<file path="src/rtl/heartbeat_sensor_emu.sv">
// SPI mode-0 responder emulating the 12-bit ADC Pmod: each frame sends leading
// zeros and then one sample, MSB first. Samples arrive on a valid/ready port.
module heartbeat_sensor_emu #(
    parameter int FRAME_BITS  = 16,
    parameter int DATA_BITS   = 12,
    parameter int SYNC_STAGES = 2,
    parameter int CNT_W       = 8
) (
    input  logic                 sysCLK,
    input  logic                 reset,
    input  logic                 spi_csN,
    input  logic                 spi_sclk,
    output logic                 spi_miso,
    output logic                 spi_miso_oe,
    input  logic [DATA_BITS-1:0] smp_data,
    input  logic                 smp_valid,
    output logic                 smp_ready,
    output logic                 frame_done,
    output logic                 frame_abort,
    output logic [CNT_W-1:0]     stale_count
);
    localparam int BCNT_W = $clog2(FRAME_BITS + 1);

    typedef enum logic [1:0] {IDLE, SHIFT, DONE} state_t;
    state_t state, state_nx;

    logic [SYNC_STAGES-1:0] cs_sync, sclk_sync;
    logic                   cs_q, sclk_q;
    logic                   cs_s, sclk_s;
    logic                   cs_fall, cs_rise, sclk_rise, sclk_fall;

    logic [FRAME_BITS-1:0]  shreg;
    logic [BCNT_W-1:0]      bit_cnt;
    logic [DATA_BITS-1:0]   hold_q, last_sent, load_val;
    logic                   full, hs;
    logic                   load, cnt_inc, shift_en, done_p, abort_p;

    assign cs_s      = cs_sync[SYNC_STAGES-1];
    assign sclk_s    = sclk_sync[SYNC_STAGES-1];
    assign cs_fall   = cs_q & ~cs_s;
    assign cs_rise   = ~cs_q & cs_s;
    assign sclk_rise = ~sclk_q & sclk_s;
    assign sclk_fall = sclk_q & ~sclk_s;

    // Synchronizers idle at the bus-idle levels so reset never looks like an edge.
    always_ff @(posedge sysCLK) begin
        if (reset) begin
            cs_sync   <= '1;
            sclk_sync <= '0;
            cs_q      <= 1'b1;
            sclk_q    <= 1'b0;
        end else begin
            cs_sync   <= (cs_sync << 1) | SYNC_STAGES'(spi_csN);
            sclk_sync <= (sclk_sync << 1) | SYNC_STAGES'(spi_sclk);
            cs_q      <= cs_s;
            sclk_q    <= sclk_s;
        end
    end

    always_ff @(posedge sysCLK) begin
        if (reset) state <= IDLE;
        else       state <= state_nx;
    end

    always_comb begin
        state_nx = state;
        load     = 1'b0;
        cnt_inc  = 1'b0;
        shift_en = 1'b0;
        done_p   = 1'b0;
        abort_p  = 1'b0;
        case (state)
            IDLE: begin
                if (cs_fall) begin
                    load     = 1'b1;
                    state_nx = SHIFT;
                end
            end
            SHIFT: begin
                if (cs_rise) begin
                    abort_p  = 1'b1;
                    state_nx = IDLE;
                end else begin
                    shift_en = sclk_fall;
                    if (sclk_rise) begin
                        cnt_inc = 1'b1;
                        if (bit_cnt == BCNT_W'(FRAME_BITS - 1)) begin
                            done_p   = 1'b1;
                            state_nx = DONE;
                        end
                    end
                end
            end
            DONE: begin
                if (cs_rise) state_nx = IDLE;
                else         shift_en = sclk_fall;
            end
            default: state_nx = IDLE;
        endcase
    end

    assign smp_ready = ~full;
    assign hs        = smp_valid & ~full;

    // Held sample wins, then a same-cycle bypass, else the previous word again.
    always_comb begin
        if (full)    load_val = hold_q;
        else if (hs) load_val = smp_data;
        else         load_val = last_sent;
    end

    always_ff @(posedge sysCLK) begin
        if (reset) begin
            shreg       <= '0;
            bit_cnt     <= '0;
            hold_q      <= '0;
            last_sent   <= '0;
            full        <= 1'b0;
            stale_count <= '0;
            frame_done  <= 1'b0;
            frame_abort <= 1'b0;
        end else begin
            frame_done  <= done_p;
            frame_abort <= abort_p;
            if (load) begin
                shreg     <= FRAME_BITS'(load_val);
                last_sent <= load_val;
                bit_cnt   <= '0;
                if (full)
                    full <= 1'b0;
                else if (!hs && stale_count != '1)
                    stale_count <= stale_count + 1'b1;
            end else begin
                if (hs) begin
                    hold_q <= smp_data;
                    full   <= 1'b1;
                end
                if (shift_en) shreg   <= {shreg[FRAME_BITS-2:0], 1'b0};
                if (cnt_inc)  bit_cnt <= bit_cnt + 1'b1;
            end
        end
    end

    assign spi_miso_oe = (state != IDLE);
    assign spi_miso    = spi_miso_oe & shreg[FRAME_BITS-1];

endmodule

</file>
<file path="config.mk">
export PLATFORM = sky130hd
export DESIGN_NAME = heartbeat_sensor_emu
export DESIGN_NICKNAME = d
export VERILOG_FILES = /design/src/rtl/heartbeat_sensor_emu.sv
export SDC_FILE = /design/constraint.sdc
export NUM_CORES = 1
export LEC_CHECK = 0
export BUFFER_PORTS_ARGS = -buffer_cell sky130_fd_sc_hd__buf_2
export CORE_UTILIZATION = 52
export CTS_BUF_LIST = sky130_fd_sc_hd__clkbuf_16
export DETAILED_ROUTE_END_ITERATION = 7
export PLACE_DENSITY = 0.85
export SLEW_MARGIN = 10
export SYNTH_ARGS = -nofsm -noshare
export SYNTH_HDL_FRONTEND = slang
export SYNTH_SLANG_ARGS = --single-unit
</file>
<file path="constraint.sdc">
create_clock -name sysCLK -period 1.6 [get_ports sysCLK]
set_input_delay 0.24 -clock sysCLK [delete_from_list [all_inputs] [get_ports sysCLK]]
set_output_delay 0.24 -clock sysCLK [all_outputs]
set_load 0.005 [all_outputs]
</file>
==> results.json, run 1 <==
{
  "design_area_um2": 3510,
  "crit_chain": "inv_2, ha_4, and4b_2, buf_12, mux2i_2, a211oi_2",
  "setup_viol": 0,
  "synth_seq_cells": 64,
  "die_w_um": 76.1,
  "fin_tns_setup_ps": 0,
  "path_buf_inv": 2,
  "worstPathMaxFanout": 8,
  "grt_antenna_before_repair": 0,
  "grt_use_met2": 0.360,
  "fin_hold_ws_ps": 96.7,
  "final_layout_size_suffix_gt1_frac": 0.254,
  "grt_pass1_wl_mm": 9.54,
  "clkLatencyLatePin_ps": 330,
  "fillers": 402,
  "slew_headroom": 0.750,
  "post-route-util": 0.675,
  "synth_edf_count": 0,
  "port_buffers": 29,
  "synth_flop_cell": "dfxtp_1",
  "num_rows": 26,
  "met3_usage": 0.0551,
  "skew_ps": 6.48,
  "io_pins": 30,
  "postSynthCellCount": 313,
  "slowest_delay_ps": 340,
  "grtUsageMet1": 0.228,
  "crit_required_ps": 1800,
  "slowest_stage": "dfxtp_2",
  "p_per_area_nw_per_um2": 1260,
  "cts_sinks": 64,
  "synth_top_cell_by_area": "dfxtp_1",
  "synth.top_cell.area_share": 0.449,
  "synthAdderAreaFrac": 0.0263,
  "hpwl_mm": 3.73,
  "ir_worst_vdd_mv": 0.984,
  "synth_nets": 336,
  "placed_cell_area_um2": 3100,
  "synth_top_family_by_area": "simple AND/OR/NAND/NOR gates",
  "start_kind": "register",
  "path_delay_family": "flip-flops",
  "routed_wl_mm": 5.54,
  "synth_area_leaders": "dfxtp_1, mux2i_1, nand2_1",
  "worst-setup-path-type": "reg -> reg",
  "synthDistinctLibCells": 44,
  "synth_warnings": 0,
  "syn_to_final_growth_pct": 23.3,
  "path_clk_slew_ps": 50,
  "syn-cell-area_um2": 2850,
  "worstMarginPinSlew_ps": 370,
  "yosysSeqAreaShare": 0.449,
  "grt_pass1_vias": 2267,
  "timing.fmax_mhz": 643,
  "avgSynthCellArea_um2": 9.11,
  "drc": 0,
  "vias": 2277,
  "end_kind": "register",
  "fin_crit_sh": 0.972,
  "grt-ovfl-total": 0,
  "p_leak_uw": 0.00144,
  "maxSlewViolCount": 0,
  "period_needed_ps": 1550,
  "diodes": 0,
  "place.gp.congestion": 0.783,
  "grt_usage": 0.207,
  "status": "complete, no violations",
  "chipHeight_um": 76.1,
  "cts_tree": "built",
  "worst_ep_arrival_time_ps": 1750,
  "drt_iter0_markers": 106,
  "synthMuxAreaShare": 0.144,
  "numCtsBuffers": 9,
  "setup_slack_ps": 45.5,
  "vias_per_cell": 5.37,
  "synth-xor-area-share": 0.0154,
  "hold_violations": 0,
  "yosys-top-cells-count": "dfxtp_1, mux2i_1, nand2_1, nor2_1, a21oi_1",
  "h-tree-depth": 3,
  "core-area_um2": 5200,
  "clock-root-buffer": "clkbuf_16",
  "place_ws_ps": -17.6,
  "synth-compound-area-share": 0.112,
  "drt-pass1-iter-count": 6,
  "hold_class": "in -> reg",
  "yosys.area_share.simple": 0.205,
  "holdBufCountCts": 0,
  "grt_max_degree": 32,
  "drtAntennaViolNets": 0,
  "start_util": 0.548,
  "max_cap_viol_count": 0,
  "cts_buffer_depth": 2,
  "dieArea_um2": 5780,
  "wl_per_cell_um": 13.1,
  "fin_nets": 372,
  "synthArstFlopShare": 0,
  "synth.most_common_cell": "dfxtp_1",
  "busiest_layer": "met2"
}
-- kinds of logic (layout without fill, tap and decap cells) --
kind of cell | count (synthesis) | count (layout)
AO/OA/AOI/OAI | 53 | 53
XOR/XNOR | 5 | 5
adder cells (fa/ha/maj) | 6 | 6
buffers and inverters | 26 | 67
flip-flops | 64 | 64
multiplexers | 41 | 41
AND/OR/NAND/NOR | 118 | 118
-- sequential cells by signal (all words and copies together) (netlist names), 2 cells and up --
name and count:
shreg 16, bit_cnt 5, hold_q 12, sclk_sync 2, last_sent 12, state 2, cs_sync 2, stale_count 8
-- layer usage --
metal  vias up  wire length, um
met3        10              197
met1      1071             2480
met2        36             2770
li1       1160                -
met4         0               97
met5         -                0
-- worst paths after layout --
kind	start	to	slack [ps]	cells past startpoint
worst max register to register	state[1]	shreg[6]	50	6
worst min-delay path	spi_csN	cs_sync[0]	100	2
worst max-delay path	state[1]	shreg[6]	50	6
worst min register to register	cs_sync[0]	cs_sync[1]	400	1
-- layout make-up --
class	count	area, um^2	share of cell area
inverter	5	18.8	0.00534
multi-input combinational	223	1490	0.423
tap	70	87.6	0.0249
clock buffer	9	225	0.0641
timing repair buffer	46	315	0.0897
sequential	64	1290	0.366
clock inverter	7	96.3	0.0274
-- cells in the final DEF, fill, tap and decap left out, types with 2 or more instances in the layout --
master,n
buf_4,14
mux2i_1,38
buf_2,29
inv_1,3
o21ai_0,13
a21oi_1,19
a31oi_1,2
or3_1,3
buf_12,2
nand3b_1,4
nor2b_1,4
nand2_1,41
a211oi_2,3
xnor2_1,3
ha_1,4
and3_1,3
mux2i_2,3
xor2_1,2
bufinv_16,2
dfxtp_1,60
or2_2,4
nand3_1,3
a211oi_1,9
clkinvlp_4,2
dfxtp_2,4
clkinv_4,2
inv_2,2
nor2_1,38
o31ai_1,2
clkbuf_16,10
and4_2,2
-- stage by stage --
step           total power (uW)  instances
3_3_place_gp               2320        406
4_1_cts                    4410        422
3_5_place_dp               2340        406
2_1_floorplan              2150        313
6_report                   4440        424
5_1_grt                    4630        424
-- where the power goes --
| group | internal, uW | switching [uW] |
|---|---|---|
| logic | 307 | 339 |
| registers | 1690 | 54.7 |
| clock network | 1360 | 694 |
| total | 3350 | 1090 |
-- timing repair --
| action | CTS | global route |
|---|---|---|
| buffers inserted | 0 | 1 |
| gates cloned | 0 | 1 |
| pin swaps | 0 | 4 |
| gates resized for setup | 1 | 18 |
| setup endpoints to repair | 3 | 18 |
(Power assumes the default switching activity.)
==> inputs of run 2 (changes only) <==
- CELL_PAD_IN_SITES_DETAIL_PLACEMENT: not set -> 1
- CELL_PAD_IN_SITES_GLOBAL_PLACEMENT: not set -> 1
- CORE_UTILIZATION: 52 -> 40
==> run 2 against run 1 <==
The run now ends with negative setup slack left. Register-to-register slack worse by 90 ps. Clock skew is 1.2 ps lower. Worst hold slack worse by 2.5 ps. First-iteration DRC count is 16% lower. Highest routed layer unchanged. Flip-flop and latch count stayed put. Clock-buffer cell count stayed put. Sequential share of layout area is 1.1 points lower. Via count is 7.2% higher. Setup slack worse by 86 ps. Critical endpoint is now shreg[1]. Total power is 0.23% higher. Largest power group unchanged.
==> results.json, run 2 (synthesis results as in run 1) <==
{
  "p_sw_uw": 1220,
  "fin_crit_sh": 1.03,
  "skew_ps": 5.27,
  "cts_tree": "built",
  "layout_common_cells": "dfxtp_1, nand2_1, mux2i_1, nor2_1, buf_2",
  "regMostFlops": "shreg",
  "port_buffers": 29,
  "drt_iter0_markers": 89,
  "final_common_cell": "dfxtp_1",
  "io_pins": 30,
  "holdPathStages": 2,
  "top_regs": "shreg (16), hold_q (12), last_sent (12)",
  "clkLatencyLatePin_ps": 330,
  "p_leak_uw": 0.00145,
  "p_sw_frac": 0.273,
  "timing.fmax_mhz": 610,
  "slowest_stage": "dfxtp_2",
  "worstMarginPinSlew_ps": 433,
  "h-tree-depth": 3,
  "hold_class": "in -> reg",
  "crit_required_ps": 1820,
  "grt_antenna_before_repair": 0,
  "seqPwrFrac": 0.393,
  "path_delay_family": "flip-flops",
  "drc": 0,
  "path_clk_slew_ps": 60,
  "period_needed_ps": 1640,
  "cts_buffer_depth": 2,
  "numCtsBuffers": 9,
  "p_int_uw": 3240,
  "slowest_delay_ps": 340,
  "p_per_area_nw_per_um2": 1230,
  "dieArea_um2": 7470,
  "grt_pass1_vias": 2526,
  "core-area_um2": 6830,
  "vias_per_cell": 5.41,
  "chipHeight_um": 86.4,
  "place.gp.congestion": 0.793,
  "setup_slack_ps": -40.6,
  "diodes": 0,
  "end_kind": "register",
  "hp-start": "spi_csN",
  "violations": "negative setup slack",
  "place_ws_ps": -57.6,
  "clockPowerShare": 0.436,
  "post-route-util": 0.531,
  "reg2reg_depth": 6,
  "maxSlewViolCount": 0,
  "hpwl_mm": 4.51,
  "fillers": 789,
  "max_cap_viol_count": 0,
  "fin_tns_setup_ps": -40.6,
  "fin_nets": 373,
  "largest_reg_flops": 16,
  "r2r_setup_slack_ps": -40,
  "worst-setup-path-type": "reg -> reg",
  "routed_wl_mm": 7.98,
  "path_buf_inv": 2,
  "worstPathMaxFanout": 8,
  "ir_worst_vdd_mv": 0.637,
  "grt_usage": 0.209,
  "start_util": 0.417,
  "grt_pass1_wl_mm": 11.9,
  "finalPower_uw": 4450,
  "die_w_um": 86.4,
  "hold_end": "cs_sync[0]",
  "holdBufCountCts": 0,
  "num_rows": 30,
  "grt-ovfl-total": 0,
  "worst_ep_arrival_time_ps": 1860,
  "rsz0062_at_grt": "yes",
  "vias": 2442,
  "multi_input_area_um2": 1550,
  "syn_to_final_growth_pct": 27.1,
  "setup_viol": 1,
  "wl_per_cell_um": 17.7,
  "fin_hold_ws_ps": 94.2,
  "rr_endpoint": "shreg[1]",
  "drt-pass1-iter-count": 4,
  "final-seq-area_um2": 1290,
  "clock-root-buffer": "clkbuf_16",
  "p_comb_frac": 0.171,
  "grt_max_degree": 45,
  "start_kind": "register",
  "drtAntennaViolNets": 0,
  "crit_chain": "inv_2, ha_4, and4b_2, clkbuf_16, mux2i_1, a211oi_1",
  "rr_startpoint": "state[1]",
  "cts_sinks": 64,
  "hold_violations": 0,
  "status": "finished with violations",
  "slew_headroom": 0.708,
  "final_layout_size_suffix_gt1_frac": 0.285
}
[run 2: metal layers]
layer | vias up | wire, um | global-route usage
met5 | - | 0 | 0
met4 | 0 | 155 | 0.0955
met3 | 16 | 202 | 0.0457
met2 | 47 | 4320 | 0.380
met1 | 1218 | 3290 | 0.232
li1 | 1161 | - | -
[run 2: how the worst max path moves through the flow]
stage,from,end,cells after the start
2_1_floorplan,state[0],stale_count[6],7
3_3_place_gp,state[0],stale_count[5],6
3_5_place_dp,state[0],stale_count[5],6
6_report,state[1],shreg[1],6
5_1_grt,state[0],shreg[1],6
4_1_cts,state[1],shreg[8],6
[run 2: per-stage QoR]
| stage | instance area [um^2] | instances |
|---|---|---|
| finish | 3620 | 451 |
| global route | 3620 | 451 |
| CTS | 3480 | 449 |
| detailed placement | 3150 | 432 |
| global placement | 3150 | 432 |
| floorplan | 2850 | 313 |
[run 2: area by class of cell]
| cell class | instances | area share |
|---|---|---|
| flip-flops and latches | 64 | 0.355 |
| clock buffers | 9 | 0.0621 |
| inverters | 5 | 0.00518 |
| well taps | 96 | 0.0331 |
| clock inverters | 7 | 0.0197 |
| repair buffers | 47 | 0.0970 |
| multi-input cells | 223 | 0.428 |
[run 2: repair_timing]
item / 4_1_cts / 5_1_grt
setup endpoints to repair: 9 / 29
resized for setup: 9 / 27
cloned: 0 / 1
pin swaps: 2 / 6
setup buffers: 1 / 1
[run 2: power by group through the flow]
stage	logic (uW)	clock network (uW)	registers, uW
final	760	1940	1750
after global routing	813	2050	1760
after CTS	662	1970	1730
after detailed placement	614	0	1760
after global placement	586	0	1760
after floorplan	391	0	1760
==> inputs of run 3 (changes only) <==
- ABC_AREA: not set -> 1
- ABC_CLOCK_PERIOD_IN_PS: not set -> 1600
- CORE_UTILIZATION: 40 -> 38
==> run 3 against run 2 <==
Register-to-register slack improved by 160 ps. Clock power is 4% lower. The run now ends clean. Combinational power fell by 20%. Non-clock buffer count unchanged. Cell area barely moved. Core utilization decreased by 4.2 points.
==> results.json, run 3 <==
{
  "status": "complete, no violations",
  "drtAntennaViolNets": 0,
  "numCtsBuffers": 9,
  "end_kind": "primary output",
  "vias": 2838,
  "drt_iter0_markers": 117,
  "cts_buffer_depth": 2,
  "final_layout_size_suffix_gt1_frac": 0.218,
  "path_clk_slew_ps": 50,
  "synthMuxAreaShare": 0,
  "p_per_area_nw_per_um2": 1160,
  "clock-root-buffer": "clkbuf_16",
  "rr_startpoint": "bit_cnt[1]",
  "top_regs": "shreg (16), hold_q (12), last_sent (12)",
  "fillers": 969,
  "dieArea_um2": 8210,
  "chipHeight_um": 90.6,
  "grt_pass1_vias": 3015,
  "avgSynthCellArea_um2": 7.17,
  "core-area_um2": 7410,
  "grt_usage": 0.219,
  "final_common_cell": "nand2_1",
  "worst-setup-path-type": "reg -> out",
  "cts_sinks": 64,
  "crit_required_ps": 1360,
  "yosys-top-cells-count": "nand2_1, nor2_1, dfxtp_1, o21ai_0, inv_1",
  "synth-compound-area-share": 0.168,
  "port_buffers": 29,
  "synth_area_leaders": "dfxtp_1, nand2_1, o21ai_0",
  "period_needed_ps": 1510,
  "p_leak_uw": 0.00151,
  "rr_endpoint": "state[0]",
  "synth_top_cell_by_area": "dfxtp_1",
  "synth-xor-area-share": 0.00881,
  "path_delay_family": "flip-flops",
  "syn_to_final_growth_pct": 21.4,
  "design_area_um2": 3620,
  "syn-cell-area_um2": 2980,
  "synth_seq_cells": 64,
  "synthDistinctLibCells": 29,
  "grt_antenna_before_repair": 0,
  "largest_reg_flops": 16,
  "max_cap_viol_count": 0,
  "synthAdderAreaFrac": 0.0252,
  "io_pins": 30,
  "synth.top_cell.area_share": 0.429,
  "synth.most_common_cell": "nand2_1",
  "fin_tns_setup_ps": 0,
  "setup_slack_ps": 91.1,
  "synthArstFlopShare": 0,
  "skew_ps": 3.84,
  "worstMarginPinSlew_ps": 374,
  "setup_viol": 0,
  "slowest_stage": "dfxtp_1",
  "vias_per_cell": 5.05,
  "maxSlewViolCount": 0,
  "layout_common_cells": "nand2_1, nor2_1, dfxtp_1, o21ai_0, inv_1",
  "synth_nets": 439,
  "synth_flop_cell": "dfxtp_1",
  "crit_chain": "inv_2, ha_4, buf_4, nor2_1, buf_2",
  "worst_ep_arrival_time_ps": 1270,
  "hpwl_mm": 5.57,
  "fin_crit_sh": 0.943,
  "postSynthCellCount": 416,
  "ir_worst_vdd_mv": 0.562,
  "num_rows": 31,
  "place.gp.congestion": 0.786,
  "post-route-util": 0.489,
  "hp-start": "spi_csN",
  "worstPathMaxFanout": 3,
  "routed_wl_mm": 8.45,
  "synth_warnings": 0,
  "start_kind": "register",
  "placed_cell_area_um2": 3260,
  "hold_violations": 0,
  "hold_end": "cs_sync[0]",
  "diodes": 0,
  "synth_edf_count": 0,
  "slew_headroom": 0.748,
  "timing.fmax_mhz": 663,
  "regMostFlops": "shreg",
  "h-tree-depth": 3,
  "holdPathStages": 2,
  "drc": 0,
  "start_util": 0.403,
  "wl_per_cell_um": 15.0,
  "clkLatencyLatePin_ps": 330,
  "grt_max_degree": 35,
  "fin_nets": 481,
  "synth_top_family_by_area": "simple AND/OR/NAND/NOR gates",
  "grt_pass1_wl_mm": 14.3,
  "place_ws_ps": 19.6,
  "r2r_setup_slack_ps": 120,
  "path_buf_inv": 3,
  "cts_tree": "built",
  "yosysSeqAreaShare": 0.429,
  "slowest_delay_ps": 370,
  "grt-ovfl-total": 0,
  "hold_class": "in -> reg",
  "reg2reg_depth": 8,
  "drt-pass1-iter-count": 4,
  "die_w_um": 90.6,
  "yosys.area_share.simple": 0.284
}
[run 3: cell count changes in the layout (fill, tap and decap cells not counted), moves of 5 or more]
cell / previous run / this run
o21ai_2: 0 / 8
o21ai_0: 13 / 53
inv_1: 3 / 35
nor2_1: 37 / 69
buf_4: 12 / 17
a21oi_1: 18 / 27
mux2i_1: 37 / 0
nor2_2: 2 / 10
nand3_1: 2 / 14
nand2_1: 41 / 85
a211oi_1: 9 / 0
[run 3: worst max-delay path by stage]
stage,from,endpoint,slack [ps],cells past startpoint
after floorplan,state[0],shreg[2],240,8
after global placement,state[0],last_sent[8],100,9
after detailed placement,state[0],hold_q[4],20,6
after CTS,state[1],spi_miso,-5,5
after global routing,state[1],stale_count[7],-0.4,9
final,state[1],spi_miso,90,5
[run 3: area by class of cell]
cell class / instances / area [um^2] / area share
sequential: 64 / 1280 / 0.355
inverter: 40 / 155 / 0.0428
multi-input combinational: 296 / 1490 / 0.412
clock buffer: 9 / 225 / 0.0622
clock inverter: 7 / 55.1 / 0.0152
timing repair buffer: 47 / 284 / 0.0784
tap: 99 / 124 / 0.0342
[run 3: timing repair]
item                                    in CTS  in global routing
pin swaps                                    1                  3
gates resized for setup                      3                 13
hold buffers                                 0                  0
endpoints found under the setup margin       8                 32
gates cloned                                 0                  1
setup buffers                                3                  1
[run 3: metrics by stage]
step / hold WS (ps) / instances / total power (uW)
2_1_floorplan: 344 / 416 / 2150
3_3_place_gp: 407 / 541 / 2300
3_5_place_dp: 401 / 541 / 2330
4_1_cts: 94.2 / 560 / 4220
5_1_grt: 98.2 / 562 / 4400
6_report: 104 / 562 / 4220
[run 3: power breakdown]
group	switching, uW	internal (uW)	leakage, uW
clock	686	1180	0.000147
combinational	373	232	0.000838
sequential	62.7	1690	0.000523
total	1120	3100	0.00151
[run 3: layer usage]
metal / GRT usage / vias to the layer above / wire length (um)
met5: 0 / - / 0
met4: 0.0914 / 0 / 165
met3: 0.0598 / 15 / 252
met2: 0.394 / 45 / 4420
met1: 0.241 / 1363 / 3610
li1: - / 1415 / -
[run 3: cell families after synthesis]
| group | Yosys count |
|---|---|
| and+or+nand+nor | 193 |
| adders and majority gates | 6 |
| DFF | 64 |
| xor gates and xnor gates | 3 |
| AOI/OAI and AO/OA | 93 |
| buffers and inverters | 57 |
